## src/rtl/flash_sample_streamer.sv

```systemverilog
// -----------------------------------------------------------------------------
// flash_sample_streamer
//
// Upstream stage of the audio playback path. Reads 32-bit words sequentially
// from the flash Avalon-MM slave, splits each word into two signed 16-bit
// samples (low half first), attenuates each by an arithmetic right shift and
// buffers them in a small first-word-fall-through FIFO for the codec writer.
//
// Ports
//   clk                      system clock (CLOCK_50 domain)
//   reset                    synchronous, active-high reset
//   enable                   allows new flash reads to be issued
//   flash_mem_read           Avalon read request (held while waitrequest=1)
//   flash_mem_address        Avalon word address
//   flash_mem_byteenable     constant 4'b1111
//   flash_mem_waitrequest    Avalon stall
//   flash_mem_readdata       Avalon read data
//   flash_mem_readdatavalid  Avalon read data strobe
//   sample_valid             FIFO non-empty
//   sample_ready             consumer accepts the head sample this cycle
//   sample_data              signed sample at the FIFO head
//   wrapped                  one-cycle pulse when the address wraps to 0
//   fsm_state                current FSM state, for observation only
//
// Handshake: a sample transfers on every rising clk edge where
// sample_valid && sample_ready are both high; sample_valid never depends on
// sample_ready, and sample_data is stable while sample_valid is high and no
// transfer has happened. A flash read is accepted on the edge where
// flash_mem_read=1 and flash_mem_waitrequest=0.
// -----------------------------------------------------------------------------
module flash_sample_streamer #(
   parameter int ADDR_W     = 23,
   parameter int NUM_WORDS  = 1048576,
   parameter int FIFO_DEPTH = 8,
   parameter int SHIFT      = 6
) (
   input  logic              clk,
   input  logic              reset,
   input  logic              enable,
   output logic              flash_mem_read,
   output logic [ADDR_W-1:0] flash_mem_address,
   output logic [3:0]        flash_mem_byteenable,
   input  logic              flash_mem_waitrequest,
   input  logic [31:0]       flash_mem_readdata,
   input  logic              flash_mem_readdatavalid,
   output logic              sample_valid,
   input  logic              sample_ready,
   output logic [15:0]       sample_data,
   output logic              wrapped,
   output logic [2:0]        fsm_state
);

   localparam int PTR_W = $clog2(FIFO_DEPTH);
   localparam int CNT_W = PTR_W + 1;

   // A read may start only if both halves of the word will fit.
   localparam logic [CNT_W-1:0]  ISSUE_MAX_COUNT = CNT_W'(FIFO_DEPTH - 2);
   localparam logic [ADDR_W-1:0] LAST_ADDR       = ADDR_W'(NUM_WORDS - 1);

   typedef enum logic [2:0] {
      IDLE      = 3'd0,
      ISSUE     = 3'd1,
      WAIT_DATA = 3'd2,
      PUSH_LO   = 3'd3,
      PUSH_HI   = 3'd4
   } state_t;

   state_t             state;
   state_t             state_nxt;
   logic [31:0]        word_q;
   logic signed [15:0] lo_half;
   logic signed [15:0] hi_half;
   logic signed [15:0] lo_shift;
   logic signed [15:0] hi_shift;

   logic [15:0]        fifo_mem [FIFO_DEPTH];
   logic [PTR_W-1:0]   wr_ptr;
   logic [PTR_W-1:0]   rd_ptr;
   logic [CNT_W-1:0]   count;
   logic               push;
   logic               pop;
   logic [15:0]        push_data;

   assign lo_half  = word_q[15:0];
   assign hi_half  = word_q[31:16];
   assign lo_shift = lo_half >>> SHIFT;
   assign hi_shift = hi_half >>> SHIFT;

   // ---------------------------------------------------------------------
   // FSM: next state and outputs
   // ---------------------------------------------------------------------
   always_comb begin
      state_nxt      = state;
      flash_mem_read = 1'b0;
      push           = 1'b0;
      push_data      = lo_shift;
      case (state)
         IDLE: begin
            if (enable && (count <= ISSUE_MAX_COUNT)) state_nxt = ISSUE;
         end
         ISSUE: begin
            flash_mem_read = 1'b1;
            if (!flash_mem_waitrequest) state_nxt = WAIT_DATA;
         end
         WAIT_DATA: begin
            if (flash_mem_readdatavalid) state_nxt = PUSH_LO;
         end
         PUSH_LO: begin
            push      = 1'b1;
            push_data = lo_shift;
            state_nxt = PUSH_HI;
         end
         PUSH_HI: begin
            push      = 1'b1;
            push_data = hi_shift;
            state_nxt = IDLE;
         end
         default: state_nxt = IDLE;
      endcase
   end

   // ---------------------------------------------------------------------
   // FSM state, address and wrap pulse
   // ---------------------------------------------------------------------
   always_ff @(posedge clk) begin
      if (reset) begin
         state             <= IDLE;
         flash_mem_address <= '0;
         wrapped           <= 1'b0;
      end else begin
         state   <= state_nxt;
         wrapped <= 1'b0;
         if (state == PUSH_HI) begin
            if (flash_mem_address == LAST_ADDR) begin
               flash_mem_address <= '0;
               wrapped           <= 1'b1;
            end else begin
               flash_mem_address <= flash_mem_address + ADDR_W'(1);
            end
         end
      end
   end

   // Data is captured only in WAIT_DATA, so a strobe belonging to a read
   // abandoned by reset is dropped.
   always_ff @(posedge clk) begin
      if (state == WAIT_DATA && flash_mem_readdatavalid) word_q <= flash_mem_readdata;
   end

   // ---------------------------------------------------------------------
   // Sample FIFO (first-word-fall-through)
   // ---------------------------------------------------------------------
   assign pop = (count != '0) && sample_ready;

   always_ff @(posedge clk) begin
      if (push) fifo_mem[wr_ptr] <= push_data;
   end

   always_ff @(posedge clk) begin
      if (reset) begin
         wr_ptr <= '0;
         rd_ptr <= '0;
         count  <= '0;
      end else begin
         if (push) wr_ptr <= wr_ptr + PTR_W'(1);
         if (pop)  rd_ptr <= rd_ptr + PTR_W'(1);
         case ({push, pop})
            2'b10:   count <= count + CNT_W'(1);
            2'b01:   count <= count - CNT_W'(1);
            default: count <= count;
         endcase
      end
   end

   assign sample_valid         = (count != '0);
   assign sample_data          = fifo_mem[rd_ptr];
   assign flash_mem_byteenable = 4'b1111;
   assign fsm_state            = state;

endmodule

```

## config.mk

```make
export PLATFORM = sky130hd
export DESIGN_NAME = flash_sample_streamer
export DESIGN_NICKNAME = d
export VERILOG_FILES = /design/src/rtl/flash_sample_streamer.sv
export SDC_FILE = /design/constraint.sdc
export NUM_CORES = 1
export LEC_CHECK = 0
export CAP_MARGIN = 5
export CORE_ASPECT_RATIO = 0.6
export CORE_UTILIZATION = 25
export DETAILED_ROUTE_END_ITERATION = 10
export GPL_TIMING_DRIVEN = 0
export PLACE_DENSITY = 0.43
export SYNTH_ARGS = -nofsm -noshare
export SYNTH_HDL_FRONTEND = slang
export SYNTH_SLANG_ARGS = --single-unit
```

## constraint.sdc

```tcl
create_clock -name clk -period 2.7 [get_ports clk]
set_clock_uncertainty 0.15 [all_clocks]
set_input_delay 0.54 -clock clk [delete_from_list [all_inputs] [get_ports clk]]
set_output_delay 0.54 -clock clk [all_outputs]
set_load 0.02 [all_outputs]
```

; Word-level counts from Yosys, hierarchy flattened
; Memory sizes are Yosys's and may differ from the RTL's. A register that Yosys moved wholly into a read port is not among the register bits.
; Cells that the tools add are included.
[classes]
add_sub_neg = 5
magnitude_cmp = 1
n_eq_ne = 10
n_mux = 14
bitwise = 1
n_reduce_logical = 9
[ops]
columns = operator, count
row1 = "23-bit by 1-bit adder with 23-bit output, second input constant", 1
row2 = "23-bit by 20-bit == test with 1-bit output, second input constant", 1
row3 = 23-bit 2-to-1 mux, 1
row4 = 16-bit 2-to-1 mux, 1
row5 = 3-bit 2-to-1 mux, 5
row6 = 3-bit case mux with 4 select lines, 1
row7 = 4-bit case mux with 2 select lines, 1
row8 = "3-bit by 1-bit adder with 3-bit output, second input constant", 2
row9 = "3-bit by 2-bit == test with 1-bit output, second input constant", 2
row10 = "2-bit != test, second input constant", 3
row11 = 1-bit 2-to-1 mux, 5
row12 = "4-bit by 1-bit adder with 4-bit output, second input constant", 1
row13 = "4-bit by 3-bit less-or-equal comparator with 1-bit output, second input constant", 1
row14 = 4-bit nonzero test, 1
row15 = 2-bit OR reduction, 2
row16 = "4-bit by 1-bit subtractor with 4-bit output, second input constant", 1
row17 = "3-bit by 1-bit == test with 1-bit output, second input constant", 1
row18 = "3-bit == test, second input constant", 1
row19 = 1-bit logical AND, 3
row20 = 3-bit logical NOT, 1
row21 = 3-bit AND reduction, 1
row22 = "2-bit by 1-bit == test with 1-bit output, second input constant", 1
row23 = "2-bit == test, second input constant", 1
row24 = 2-bit nonzero test, 1
row25 = 1-bit NOT, 1
[totals]
regBits = 69
ram_bits = 128
inputBits = 38
out_inout_bits = 49
word_cells = 48
memories = 1
[memory_table]
columns = name, depth, width, rd, rd_clocked_by_memory_dff, write_ports, line_no
row1 = fifo_mem, 8, 16, 1, 1, 1, 76  ; logic [15:0] fifo_mem [FIFO_DEPTH];

; Logic depth before layout (Yosys ltp)
; Gate-level depths: netlist of run 1.
[depth]
word_depth = 5
mapped_depth = 12
depth_no_buf = 10

; Least setup slack after synthesis of run 1
; Ideal clock, no wire load.
[synth_path]
path_type = flip-flop to flip-flop
from = register state[2], in the netlist fsm_state[2]
to = register count[2]
setup_time_ps = 71
arrival_time_ps = 2601
required_time_ps = 2479
slack_ps = -121
stages_incl_launch_ff = 13
n_path_buf = 2
synth_period_minus_slack_ps = 2821
path_cell_list = dfxtp_1 > buf_4 > or3b_1 > buf_2 > o21ai_0 > inv_1 > ha_1 > xor2_1 > ha_1 > a21oi_1 > xor2_1 > or3_1 > a21oi_1
[synth_between]
elab_chain_cells = 5
word_cells_on_any_way = 8
cone_classes = eq/ne: 4 / mux: 2 / reduce/logical: 2
[synth_rtl]
columns = item, line_no
row1 = from (decl), 68  ; state_t state;
row2 = from (signal assigned), 131  ; state <= state_nxt;
row3 = 3-bit == test / 3-bit by 2-bit == test with 1-bit output (equally long branches), 97  ; case (state)
row4 = 2-bit OR reduction (no line) *, --
row5 = 1-bit 2-to-1 mux *, 97
row6 = 2-bit by 1-bit == test with 1-bit output / 2-bit == test (equally long branches), 167  ; case ({push, pop})
row7 = 4-bit case mux with 2 select lines / 2-bit nonzero test (equally long branches), --
row8 = to (signal assigned), 168  ; 2'b10: count <= count + CNT_W'(1);
row9 = to (signal assigned), 169  ; 2'b01: count <= count - CNT_W'(1);
row10 = to (signal assigned), 170  ; default: count <= count;
row11 = to (decl), 79  ; logic [CNT_W-1:0] count;
; Every way passes the cells marked *; elsewhere a longest branch is shown, timed or not.
; A chain may end at the register's enable or synchronous reset.

==> results of run 1 <==
## kinds of logic after synthesis
| logic type | count (synthesis) |
|---|---|
| xor+xnor | 15 |
| compound gates | 41 |
| simple gates | 146 |
| flops | 140 |
| fa+ha+maj | 6 |
| other cells | 1 |
| buf+inv | 32 |
| mux | 33 |
## report_power, final
part / internal [W] / switching [W] / leakage (nW)
clock network: 0.00155 / 0.000914 / 0.293
registers: 0.00231 / 0.0000133 / 1.22
logic: 0.000177 / 0.000140 / 1.17
## critical path, stage by stage, from the launching register on
cell	delay (ns)
dfxtp_4	0.37
clkbuf_16	0.14
mux4_2	0.51
mux2_4	0.33
buf_6	0.13
buf_6	0.10
buf_6	0.12
## metrics by stage
stage	setup WS (ns)	TNS (ns)	utilization, %	cells
after global placement	-1.45	-65.17	30.7	795
after CTS	-0.156	-1.00	34.5	840
after floorplan	0.0248	0	-	417
after global routing	-0.161	-1.51	35.3	847
after detailed placement	-0.771	-26.52	30.9	799
final	-0.111	-0.717	35.3	847
## state kept, by name, indices dropped and copies added (netlist names), named ones only
register / cells
count: 4
fifo_mem: 80
flash_mem_address: 23
fsm_state: 3
rd_ptr: 3
word_q: 20
wr_ptr: 3
wrapped: 1
## cell type report
cell class                 count  area, um2  area share (%)
buffer                        26        225            2.86
clock buffer                  18        429            5.46
clock inverter                14        190            2.42
inverter                       4       15.0           0.191
multi-input combinational    245       1870            23.7
sequential                   140       3810            48.4
tap                          308        385            4.90
timing repair buffer          92        942            12.0
## what timing repair did
item	CTS	global route
gates resized for setup	108	32
hold buffers	0	0
buffers inserted	10	8
gates cloned	0	0
endpoints found under the setup margin	93	108
pin swaps	1	0
## worst paths after layout
kind / endpoint / cells after the start / slack [ns] / from
hold / removal: wr_ptr[0]$_SDFFE_PP0P_ / 2 / 0.35 / wr_ptr[0]$_SDFFE_PP0P_
hold reg to reg: wr_ptr[0]$_SDFFE_PP0P_ / 2 / 0.35 / wr_ptr[0]$_SDFFE_PP0P_
setup / recovery: sample_data[10] / 6 / -0.11 / flop
setup reg to reg: flash_mem_address[15]$_SDFFE_PP0P_ / 8 / 0.14 / fsm_state[0]$_SDFFE_PP0P_
## cell usage in the layout, fill, tap and decap left out, drive strengths merged, types with 9 or more instances in the layout
cell / n
a21oi: 20
buf: 54
clkbuf: 28
clkdlybuf4s50: 53
dfxtp: 40
edfxtp: 100
mux2: 11
mux4: 20
nand2: 52
nand4: 11
nor2: 26
nor3: 9
o21ai: 14
or3: 9
xor2: 13
## per-layer routing
| metal | share of wire, % | track usage (%) | wire, um |
|---|---|---|---|
| met1 | 51 | 17.4 | 6810 |
| met2 | 44 | 17.2 | 5880 |
| met3 | 4.3 | 3.29 | 581 |
| met4 | 1.2 | 3.97 | 159 |
| met5 | 0 | 0 | 0 |
==> flow_metrics.py, run 1 <==
metrics = {
    "setup_path": {
        "critPathLaunchType": "flop",
        "end_kind": "output pin",
        "worstPathRequired_ns": 2.01,
        "worst-setup-path-type": "flop to output pin",
        "cp_max_fo": 6,
        "arrival_ns": 2.12,
    },
    "timing": {
        "hold_viol_final": 0,
        "period_minus_slack_ns": 2.81,
        "max_freq_mhz": 356,
        "rsz0062_at_grt": "yes",
        "slew_viol_final": 0,
        "fin_crit_sh_pct": 104,
        "slew_headroom_pct": 49.1,
        "hold_slack_ns": 0.349,
        "fin_ws_ns": -0.111,
        "tightest_slew_ns": 0.763,
        "finalSetupViolations": 14,
    },
    "logic_synthesis": {
        "synthTopCellsByCount": "100 x edfxtp_1, 52 x nand2_1, 40 x dfxtp_1",
        "ys.flop_type": "edfxtp_1",
        "synth_xor_area_share_pct": 2.29,
        "synth_edf_count": 100,
        "ys_seq_area_share_pct": 66.3,
        "synth_top_area_share_pct": 52.4,
        "synthAdderAreaFrac_pct": 1.31,
        "synthMuxAreaShare_pct": 10.4,
        "synth_top_family_by_area": "simple AND/OR/NAND/NOR gates",
        "yosysTopAreaCell": "edfxtp_1",
        "postSynth.asyncResetShare_pct": 0,
        "ys_seq_elements": 140,
        "synth-compound-area-share_pct": 3.91,
        "yosys.cell_count.top_type": "edfxtp_1",
        "avgSynthCellArea_um2": 13.8,
        "synth-simple-area-share_pct": 12.7,
        "synth.area.top_cells": "edfxtp_1 52%, dfxtp_1 14%, mux4_2 7.9%",
        "yosysUniqueCellTypes": 44,
        "syn_area_um2": 5730,
        "syn_inst": 414,
        "synth_warnings": 0,
    },
    "floorplanning": {
        "design.core.area_um2": 22300,
        "num_io_pins": 87,
        "start_util_pct": 25.7,
        "fp.dieArea_um2": 23600,
        "dieWidth_um": 198,
        "fp.dieH_um": 119,
        "rows": 42,
    },
    "route": {
        "wire_per_inst_um": 15.9,
        "dr.pass1.iters": 4,
        "via_count": 3620,
        "wl_mm": 13.4,
        "viasPerCell": 4.27,
        "ant_nets": 0,
        "drc": 0,
        "dr.first_iter.drc_count": 220,
    },
    "cells_and_area": {
        "drive_gt1_share_pct": 26.0,
        "fillers": 2183,
        "num_antenna_cells": 0,
        "nets": 570,
        "postLayoutCellArea_um2": 7860,
        "synthToLayoutAreaGrowth_pct": 37.1,
    },
    "place": {
        "dp.final_hpwl_mm": 9.08,
        "placed_cell_area_um2": 6890,
        "place.gp.congestion": 0.717,
        "io_buffers": 70,
    },
    "clock_network": {
        "cts_tree": "built",
        "clk_latency_ns": 0.42,
        "cts_root_buffer": "clkbuf_16",
        "htreeDepth": 4,
        "cts_max_path_buffers": 2,
        "path_clk_slew_ns": 0.06,
        "cts.sinks": 140,
        "cts_buffers": 17,
    },
    "global_route": {
        "grt.overflow.total": 0,
        "antenna_found_initial": 0,
        "grt_pass1_wl_mm": 20.6,
        "grt_usage_pct": 12.0,
        "grt_pass1_vias": 3514,
        "grt_max_degree": 17,
    },
    "power_and_ir_drop": {
        "finalPower_w": 0.00510,
        "p_leak_nw": 2.68,
        "ir_drop_mv": 0.427,
        "power_density_nw_per_um2": 649,
    },
    "job": {
        "drv_cap": 0,
    },
    "outcome": {
        "outcome": "finished, violations left",
        "violations": "negative setup slack",
    },
    "worst_hold_path": {
        "hold_path_class": "flop to flop",
    },
}
(Power assumes the default switching activity.)
==> run 2: changes to the inputs <==
--- a/config.mk
+++ b/config.mk
@@ -6,7 +6,7 @@
 export NUM_CORES = 1
 export LEC_CHECK = 0
 export CAP_MARGIN = 5
-export CORE_ASPECT_RATIO = 0.6
+export CORE_ASPECT_RATIO = 1.2
 export CORE_UTILIZATION = 25
 export DETAILED_ROUTE_END_ITERATION = 10
 export GPL_TIMING_DRIVEN = 0
==> run 2 against run 1 <==
Final cell count decreased by 4.7%. Die area about the same. Sequential power about the same. Worst hold slack got worse by 0.015 ns. Count of clock-buffer cells in the layout decreased by 1. Cell area decreased by 2.5%. Sequential cell count unchanged. Sequential share of layout area increased by 1.2 points. Worst setup slack improved by 0.0074 ns. Global-route usage decreased by 0.49 points. The run still ends with negative setup slack left. Wire length decreased by 3.9%. Largest cell class unchanged. Highest routed layer unchanged.
==> flow_metrics.py, run 2 (same netlist as run 1, synthesis figures left out) <==
metrics = {
    "outcome": {
        "outcome": "finished, violations left",
        "violations": "negative setup slack",
    },
    "setup_path": {
        "cpPeakStageDelay_ns": 0.50,
        "critPathLaunchType": "flop",
        "worstPathRequired_ns": 2.01,
        "path_cells": "clkbuf_16 -> mux4_2 -> mux2_4 -> buf_6 -> buf_6 -> buf_6",
        "cp_common_cell": "buf_6",
        "cp_max_fo": 5,
        "rr_worst_depth": 12,
        "end_kind": "output pin",
        "worst-setup-path-type": "flop to output pin",
        "slowest_stage": "mux4_2",
        "r2r_setup_slack_ns": 0.12,
        "r2r-end": "count[2]$_SDFFE_PP0P_",
        "arrival_ns": 2.11,
        "r2r_start": "fsm_state[2]$_SDFFE_PP0P_",
    },
    "timing": {
        "hold_viol_final": 0,
        "tightest_slew_ns": 0.829,
        "slew_headroom_pct": 44.4,
        "max_freq_mhz": 357,
        "rsz0062_at_grt": "yes",
        "fin_ws_ns": -0.103,
        "period_minus_slack_ns": 2.80,
        "finalSetupViolations": 5,
        "slew_viol_final": 0,
        "fin_crit_sh_pct": 104,
    },
    "cells_and_area": {
        "multiInputGateArea_um2": 1850,
        "largest_reg_flops": 80,
        "layout_common_cells": "100 x edfxtp_1, 53 x clkdlybuf4s50_1, 52 x nand2_1, 37 x dfxtp_1, 21 x buf_6",
        "num_antenna_cells": 0,
        "final_common_cell": "edfxtp_1",
        "top_register": "fifo_mem",
        "fillers": 2179,
        "synthToLayoutAreaGrowth_pct": 33.8,
        "nets": 559,
        "final_core_util_pct": 34.2,
        "drive_gt1_share_pct": 24.6,
        "seqCellArea_um2": 3810,
        "reg_top3": "fifo_mem x80, flash_mem_address x23, word_q x20",
    },
    "global_route": {
        "grt_pass1_wl_mm": 20.2,
        "grt_usage_pct": 11.5,
        "antenna_found_initial": 0,
        "grtUsageMet1_pct": 12.7,
        "grt_max_degree": 17,
        "grt_use_met3_pct": 3.84,
        "grt.overflow.total": 0,
        "grt_pass1_vias": 3682,
        "use_met2_pct": 20.7,
        "top_usage_layer": "met2",
    },
    "floorplanning": {
        "rows": 60,
        "fp.dieArea_um2": 23500,
        "design.core.area_um2": 22400,
        "start_util_pct": 25.5,
        "dieWidth_um": 140,
        "fp.dieH_um": 168,
        "num_io_pins": 87,
    },
    "place": {
        "place.gp.congestion": 0.752,
        "io_buffers": 70,
        "dp.final_hpwl_mm": 8.71,
        "pre_cts_ws_ns": -0.759,
    },
    "clock_network": {
        "htreeDepth": 4,
        "cts_tree": "built",
        "cts.sinks": 140,
        "cts_max_path_buffers": 2,
        "clk_latency_ns": 0.42,
        "cts_root_buffer": "clkbuf_16",
        "cts_buffers": 17,
        "path_clk_slew_ns": 0.06,
        "hold_buffers": 0,
    },
    "power_and_ir_drop": {
        "ir_drop_mv": 0.427,
        "p_leak_nw": 2.60,
        "power_density_nw_per_um2": 636,
    },
    "route": {
        "drc": 0,
        "dr.pass1.iters": 4,
        "via_count": 3566,
        "viasPerCell": 4.42,
        "wire_per_inst_um": 16.0,
        "wl_mm": 12.9,
        "dr.first_iter.drc_count": 132,
        "ant_nets": 0,
    },
    "job": {
        "drv_cap": 0,
    },
    "worst_hold_path": {
        "hold_start": "rd_ptr[1]$_SDFFE_PP0N_",
        "hold_path_class": "flop to flop",
        "min_delay_worst_endpoint": "rd_ptr[1]$_SDFFE_PP0N_",
        "min_path_cells": 2,
    },
}
[run 2: routing by layer]
layer / vias up / routed length (um)
met3: 12 / 662
li1: 1747 / -
met1: 1721 / 5390
met4: 0 / 172
met5: - / 0
met2: 86 / 6690
[run 2: report_power, final]
group / leakage (nW) / internal (W) / switching (W)
registers: 1.22 / 0.00231 / 0.0000133
clock network: 0.280 / 0.00123 / 0.00103
logic: 1.10 / 0.000164 / 0.000133
[run 2: through the flow]
| stage | cell area (um2) | hold WS [ns] | setup TNS, ns | std cells | power, W |
|---|---|---|---|---|---|
| floorplan | 5750 | 0.304 | 0 | 417 | 0.00251 |
| global placement | 6800 | 0.324 | -50.44 | 766 | 0.00262 |
| detailed placement | 6850 | 0.336 | -22.65 | 769 | 0.00263 |
| CTS | 7620 | 0.345 | -0.618 | 805 | 0.00494 |
| global route | 7670 | 0.378 | -0.808 | 807 | 0.00504 |
| finish | 7670 | 0.334 | -0.418 | 807 | 0.00488 |
[run 2: layout make-up]
type / instances / share of cell area (%)
timing repair buffer: 81 / 11.0
sequential: 140 / 49.7
buffer: 26 / 2.90
inverter: 4 / 0.196
clock buffer: 17 / 5.55
tap: 279 / 4.55
clock inverter: 15 / 1.99
multi-input combinational: 245 / 24.1
[run 2: worst max path at each step]
stage	to	slack (ns)	cells after the start
global placement	word_q[29]$_DFFE_PP_	-0.90	3
finish	sample_data[10]	-0.10	6
detailed placement	sample_data[11]	-0.76	5
floorplan	count[2]$_SDFFE_PP0P_	0.02	12
global route	sample_data[13]	-0.15	6
CTS	sample_data[10]	-0.13	6
[run 2: timing repair]
item                                    in CTS  in global routing
cloned                                       0                  0
gates resized for setup                    116                  9
endpoints found under the setup margin      88                 27
setup buffers                                6                  2
[run 2: worst max-delay path: cells and delay by family, from the launching register on]
family	cells	cell delay [ns]
buf+inv	4	0.50
flops	1	0.37
mux	2	0.83
